--- src/rtl/mem_wb_stage_pkg.sv ---
// Shared types for the back half of the pipeline: control-bundle widths and
// the EXE/MEM and MEM/WB register layouts.
package mem_wb_stage_pkg;

    localparam int REG_W  = 5;
    localparam int DATA_W = 32;

    typedef logic [REG_W-1:0]  reg_num_t;
    typedef logic [DATA_W-1:0] data_t;

    typedef struct packed {
        logic     wreg;
        logic     m2reg;
        logic     wmem;
        reg_num_t d;
        data_t    alu;
        data_t    b;
    } exe_mem_t;

    typedef struct packed {
        logic     wreg;
        logic     m2reg;
        reg_num_t d;
        data_t    alu;
        data_t    mdata;
    } mem_wb_t;

    // r0 is hardwired to zero, so a write aimed at it is dropped.
    function automatic logic wreg_gate(input logic wreg, input reg_num_t d);
        return wreg && (d != '0);
    endfunction

endpackage

--- src/rtl/mem_wb_stage_dmem.sv ---
// Word-addressed data memory: synchronous write port, asynchronous read port
// sharing one address so a load sees the contents before the closing edge.
module dmem
    import mem_wb_stage_pkg::*;
#(
    parameter int DMEM_WORDS = 64,
    parameter int AW         = $clog2(DMEM_WORDS)
) (
    input  logic          clk,
    input  logic          we,
    input  logic [AW-1:0] addr,
    input  data_t         wdata,
    output data_t         rdata
);

    data_t ram [DMEM_WORDS];

    // NOTE: the array has no reset; contents survive pipeline reset and are
    // undefined until written.
    always_ff @(posedge clk) begin
        if (we) begin
            ram[addr] <= wdata;
        end
    end

    assign rdata = ram[addr];

endmodule

--- src/rtl/mem_wb_stage.sv ---
// MEM and WB stages: EXE/MEM and MEM/WB registers, data-memory access,
// write-back mux and a sticky misalignment flag.
module mem_wb_stage
    import mem_wb_stage_pkg::*;
#(
    parameter int DMEM_WORDS = 64,
    parameter int AW         = $clog2(DMEM_WORDS)
) (
    input  logic        clk,
    input  logic        clrn,
    input  logic        exe_wreg,
    input  logic        exe_m2reg,
    input  logic        exe_wmem,
    input  logic [4:0]  exe_d,
    input  logic [31:0] exe_alu,
    input  logic [31:0] exe_b,
    output logic        mem_wreg,
    output logic [4:0]  mem_d,
    output logic [31:0] mem_alu,
    output logic        wb_wreg,
    output logic [4:0]  wb_d,
    output logic [31:0] wdi,
    output logic        misalign
);

    exe_mem_t ex_mem_d, ex_mem_q;
    mem_wb_t  mem_wb_d, mem_wb_q;
    logic     misalign_d, misalign_q;
    data_t    mem_rdata;
    logic     mem_access;

    dmem #(
        .DMEM_WORDS (DMEM_WORDS),
        .AW         (AW)
    ) u_dmem (
        .clk   (clk),
        .we    (ex_mem_q.wmem),
        .addr  (ex_mem_q.alu[AW+1:2]),
        .wdata (ex_mem_q.b),
        .rdata (mem_rdata)
    );

    // NOTE: every always_comb output gets a default first so no path can
    // leave a variable unassigned and infer a latch.
    always_comb begin
        ex_mem_d       = '0;
        ex_mem_d.wreg  = wreg_gate(exe_wreg, exe_d);
        ex_mem_d.m2reg = exe_m2reg;
        ex_mem_d.wmem  = exe_wmem;
        ex_mem_d.d     = exe_d;
        ex_mem_d.alu   = exe_alu;
        ex_mem_d.b     = exe_b;

        mem_wb_d       = '0;
        mem_wb_d.wreg  = wreg_gate(ex_mem_q.wreg, ex_mem_q.d);
        mem_wb_d.m2reg = ex_mem_q.m2reg;
        mem_wb_d.d     = ex_mem_q.d;
        mem_wb_d.alu   = ex_mem_q.alu;
        mem_wb_d.mdata = mem_rdata;

        // The access still proceeds at the truncated word address.
        mem_access = ex_mem_q.wmem | ex_mem_q.m2reg;
        misalign_d = misalign_q | (mem_access & (ex_mem_q.alu[1:0] != 2'b00));
    end

    // NOTE: sequential state uses non-blocking assignments so every flop
    // samples the pre-edge value of its neighbours.
    always_ff @(posedge clk or posedge clrn) begin
        if (clrn) begin
            ex_mem_q   <= '0;
            mem_wb_q   <= '0;
            misalign_q <= 1'b0;
        end else begin
            ex_mem_q   <= ex_mem_d;
            mem_wb_q   <= mem_wb_d;
            misalign_q <= misalign_d;
        end
    end

    assign mem_wreg = ex_mem_q.wreg;
    assign mem_d    = ex_mem_q.d;
    assign mem_alu  = ex_mem_q.alu;
    assign wb_wreg  = mem_wb_q.wreg;
    assign wb_d     = mem_wb_q.d;
    assign wdi      = mem_wb_q.m2reg ? mem_wb_q.mdata : mem_wb_q.alu;
    assign misalign = misalign_q;

endmodule

--- config.mk ---
export PLATFORM = sky130hd
export DESIGN_NAME = mem_wb_stage
export DESIGN_NICKNAME = d
export VERILOG_FILES = /design/src/rtl/mem_wb_stage_pkg.sv /design/src/rtl/mem_wb_stage_dmem.sv /design/src/rtl/mem_wb_stage.sv
export SDC_FILE = /design/constraint.sdc
export NUM_CORES = 2
export LEC_CHECK = 0
export BUFFER_PORTS_ARGS = -buffer_cell sky130_fd_sc_hd__buf_2
export CORE_UTILIZATION = 44
export CTS_CLUSTER_SIZE = 14
export DETAILED_ROUTE_END_ITERATION = 10
export PLACE_DENSITY = 0.71
export RECOVER_POWER = 50
export SLEW_MARGIN = 20
export SYNTH_ARGS = -nofsm -noshare
export SYNTH_HDL_FRONTEND = slang
export SYNTH_SLANG_ARGS = --single-unit
--- constraint.sdc ---
create_clock -name clk -period 7.22 [get_ports clk]
set_clock_uncertainty 0.2 [all_clocks]
set_input_delay 0.722 -clock clk [delete_from_list [all_inputs] [get_ports clk]]
set_output_delay 0.722 -clock clk [all_outputs]
set_load 0.01 [all_outputs]
==> impl_results.md <==
* Worst min-delay path class: reg -> reg
* Max-cap violation count at 33
* Slowest CP cell: clkbuf_1
* WP buf/inv at 3
* P_leak at 0.0294 µW
* CP Class: reg -> reg
* Crit path largest cell delay at 1.58 ns
* Failing checks: capacitance limit, slew limit
* Post-Syn Area per Cell at 17.8 µm²
* Fmax at 182 MHz
* Number of global-route vias before repair at 46.3k
* Drt pass-1 iters at 9
* First-pass GRT wire length at 343000 µm
* Share of cells above drive strength 1 at 16.9%
* Crit Path Max Fanout at 25
* Most area-consuming cells after synthesis: edfxtp_1 75%, a221oi_1 4.6%, dfrtp_1 4.4%, a22oi_1 2.3%, mux2i_1 1.6%
* Cell taking the most area after synthesis: edfxtp_1
* Initial Utilization at 44.3%
* Final nets at 4884
* Status: finished, violations left
* Detail Placement HPWL at 141000 µm
* Max Root-Sink Buffers at 3
* Setup_tns at 0 ns
* CP required at 7.58 ns
* Final Wtd Congestion at 0.937
* Initial DRC count at 8586
* Global-route congestion overflow total at 0
* Crit. End Element: flop
* Final WL at 246000 µm
* Core area at 185000 µm²
* Final period utilization at 76.0%
* Layout Utilization at 50.2%
* WL/cell at 33.0 µm
* Vias per cell at 6.55
* Syn Std Cell Area at 82100 µm²
* FILL cells at 14.8k
* Total Power at 25900 µW
* DIE AREA at 188000 µm²
* Clk_lat worst skew at 0.87 ns
* Die W at 434 µm
* Post-CTS Setup Bufs at 0
* Worst hold slack at 0.174 ns
* Yosys warnings at 0
* Share of the synthesized area in the top cell type at 74.9%
* CTS Buf Count at 195
* # rows at 158
* Final Hold Viols at 0
* Final setup fails at 0
* H-tree depth at 4
* CTS root buffer: clkbuf_16
* Syn Nets at 4675
* Register area share after synthesis at 79.3%
* Period minus WS final at 5.49 ns
* Number of I/O pins at 151
* Pin count of the biggest net entering global routing at 104
* # DRC at 0
* CTS tree: built
* Max Transition Viols Final at 2103
* Antenna violations before repair at 24
* RSZ-0062 raised after global routing: no
* Startpoint Class: flop
* Crit-path cells: clkbuf_1 > nand3_2 > buf_4 > nor2_4 > buf_4
* CTS clk-pin slew, worst paths at 0.07 ns
* Clock Sinks at 2192
* Area growth syn-to-layout at 13.4%
* DIE HEIGHT at 434 µm
* Worst vdd ir at 0.254 mV
* Vias at 48.8k
* All-Layer GR Usage at 25.6%
* Ys async rst share at 6.57%
* Final ANT Viol Nets at 0
* Dominant synthesized flop cell: edfxtp_1
* IO Port Bufs at 150
* Rel. slew slack at -164%
* P per Cell Area at 278 nW/µm²
* CP most frequent cell: buf_4
* Distinct cells, synth at 61
* Top cell family by delay on the critical path: buffers and inverters
* Crit path DAT at 5.85 ns
* Yosys reg bits at 2192
* Number of synthesized flops with an enable pin at 2048
* Synth Instances at 4601
* Slew @ Worst Pin at 3.96 ns
## registers in the layout, summed over array words and instances (netlist names)
register / count
ex_mem_q: 34
mem_alu: 32
mem_d: 5
mem_wb_q: 65
mem_wreg: 1
misalign: 1
u_dmem.ram: 2048
wb_d: 5
wb_wreg: 1
## cells in the final DEF (no fill, tap or decap), types with 33 or more instances in the layout
| master | count |
|---|---|
| mux2_2 | 114 |
| clkbuf_16 | 196 |
| o21ai_0 | 167 |
| a22o_1 | 37 |
| buf_2 | 140 |
| o22ai_1 | 101 |
| edfxtp_1 | 2048 |
| a221o_1 | 37 |
| buf_4 | 120 |
| dfrtp_1 | 110 |
| mux4_2 | 43 |
| clkbuf_1 | 100 |
| a21oi_1 | 112 |
| a22oi_1 | 252 |
| mux2i_1 | 135 |
| clkinv_2 | 33 |
| nor2_4 | 66 |
| nor3_1 | 59 |
| nor2_1 | 180 |
| a221oi_1 | 429 |
| dlygate4sd3_1 | 73 |
| nand2_1 | 69 |
## what timing repair did
item | 4_1_cts | 5_1_grt
hold buffers | 73 | 0
endpoints found under the hold margin | 174 | 0
resized for setup | 0 | 0
## layer usage
layer / track usage, % / vias up / part of all wire, %
met1: 34.0 / 24500 / 35
met4: 11.3 / 26 / 4.7
met3: 7.71 / 663 / 15
met2: 39.0 / 4170 / 45
met5: 0 / - / 0.079
li1: - / 19500 / -
## worst paths after layout
| path | start | to | slack [ns] | cells past startpoint |
|---|---|---|---|---|
| min in group asynchronous | clrn | mem_alu[6] | 0.38 | 3 |
| min | mem_alu[20] | mem_wb_q[52] | 0.17 | 0 |
| max in group asynchronous | clrn | mem_alu[2] | 4.80 | 4 |
| min reg2reg | mem_alu[20] | mem_wb_q[52] | 0.17 | 0 |
| max reg2reg | mem_alu[6] | u_dmem.ram[63][10] | 1.73 | 5 |
| max | mem_alu[6] | u_dmem.ram[63][10] | 1.73 | 5 |
## report_power, final
part,internal [µW],total [µW],leakage [µW],switching [µW]
logic,416,1510,0.00634,1100
registers,14100,14200,0.0201,116
clock network,5570,10200,0.00302,4600
## final cells by class
type	instances	area, µm²	share of cell area (%)
clock buffer	263	5260	5.65
antenna	6	15.0	0.0161
timing repair buffer	401	3020	3.25
inverter	4	32.5	0.0349
multi-input combinational	2016	15600	16.8
sequential	2192	65200	70.0
tap	2480	3100	3.33
clock inverter	94	905	0.971
## cells by family after synthesis
family,synth area share (%)
buffers and inverters,2.35
AOI/OAI and AO/OA,11.3
DFF,79.3
muxes,4.39
and+or+nand+nor,2.69
## Yosys cell counts, types with 7 or more instances
library cell and n:
edfxtp_1 2048, a221oi_1 429, a22oi_1 252, nor2_1 244, clkbuf_1 172, o21ai_0 167, dfrtp_1 144, mux2i_1 135
mux2_2 114, a21oi_1 112, o22ai_1 101, buf_2 96, nand2_1 71, buf_4 63, nor3_1 60, buf_1 46
mux4_2 43, a221o_1 37, a22o_1 37, o221ai_1 25, or3_1 22, nand3_1 18, buf_6 11, a211oi_1 10
a222oi_1 10, nand4_1 10, or4_1 10, o211ai_1 8, a2111oi_0 7, a31oi_1 7, o2bb2ai_1 7, o32ai_1 7
## per-stage QoR
stage | cells | cell area (µm²) | setup WS [ns]
2_1_floorplan | 4601 | 82100 | 2.43
3_3_place_gp | 7007 | 86000 | 2.74
3_5_place_dp | 7017 | 86300 | 2.74
4_1_cts | 7447 | 93200 | 2.69
5_1_grt | 7453 | 93100 | 1.95
6_report | 7456 | 93100 | 1.73
Power figures use the tool's default switching activity.
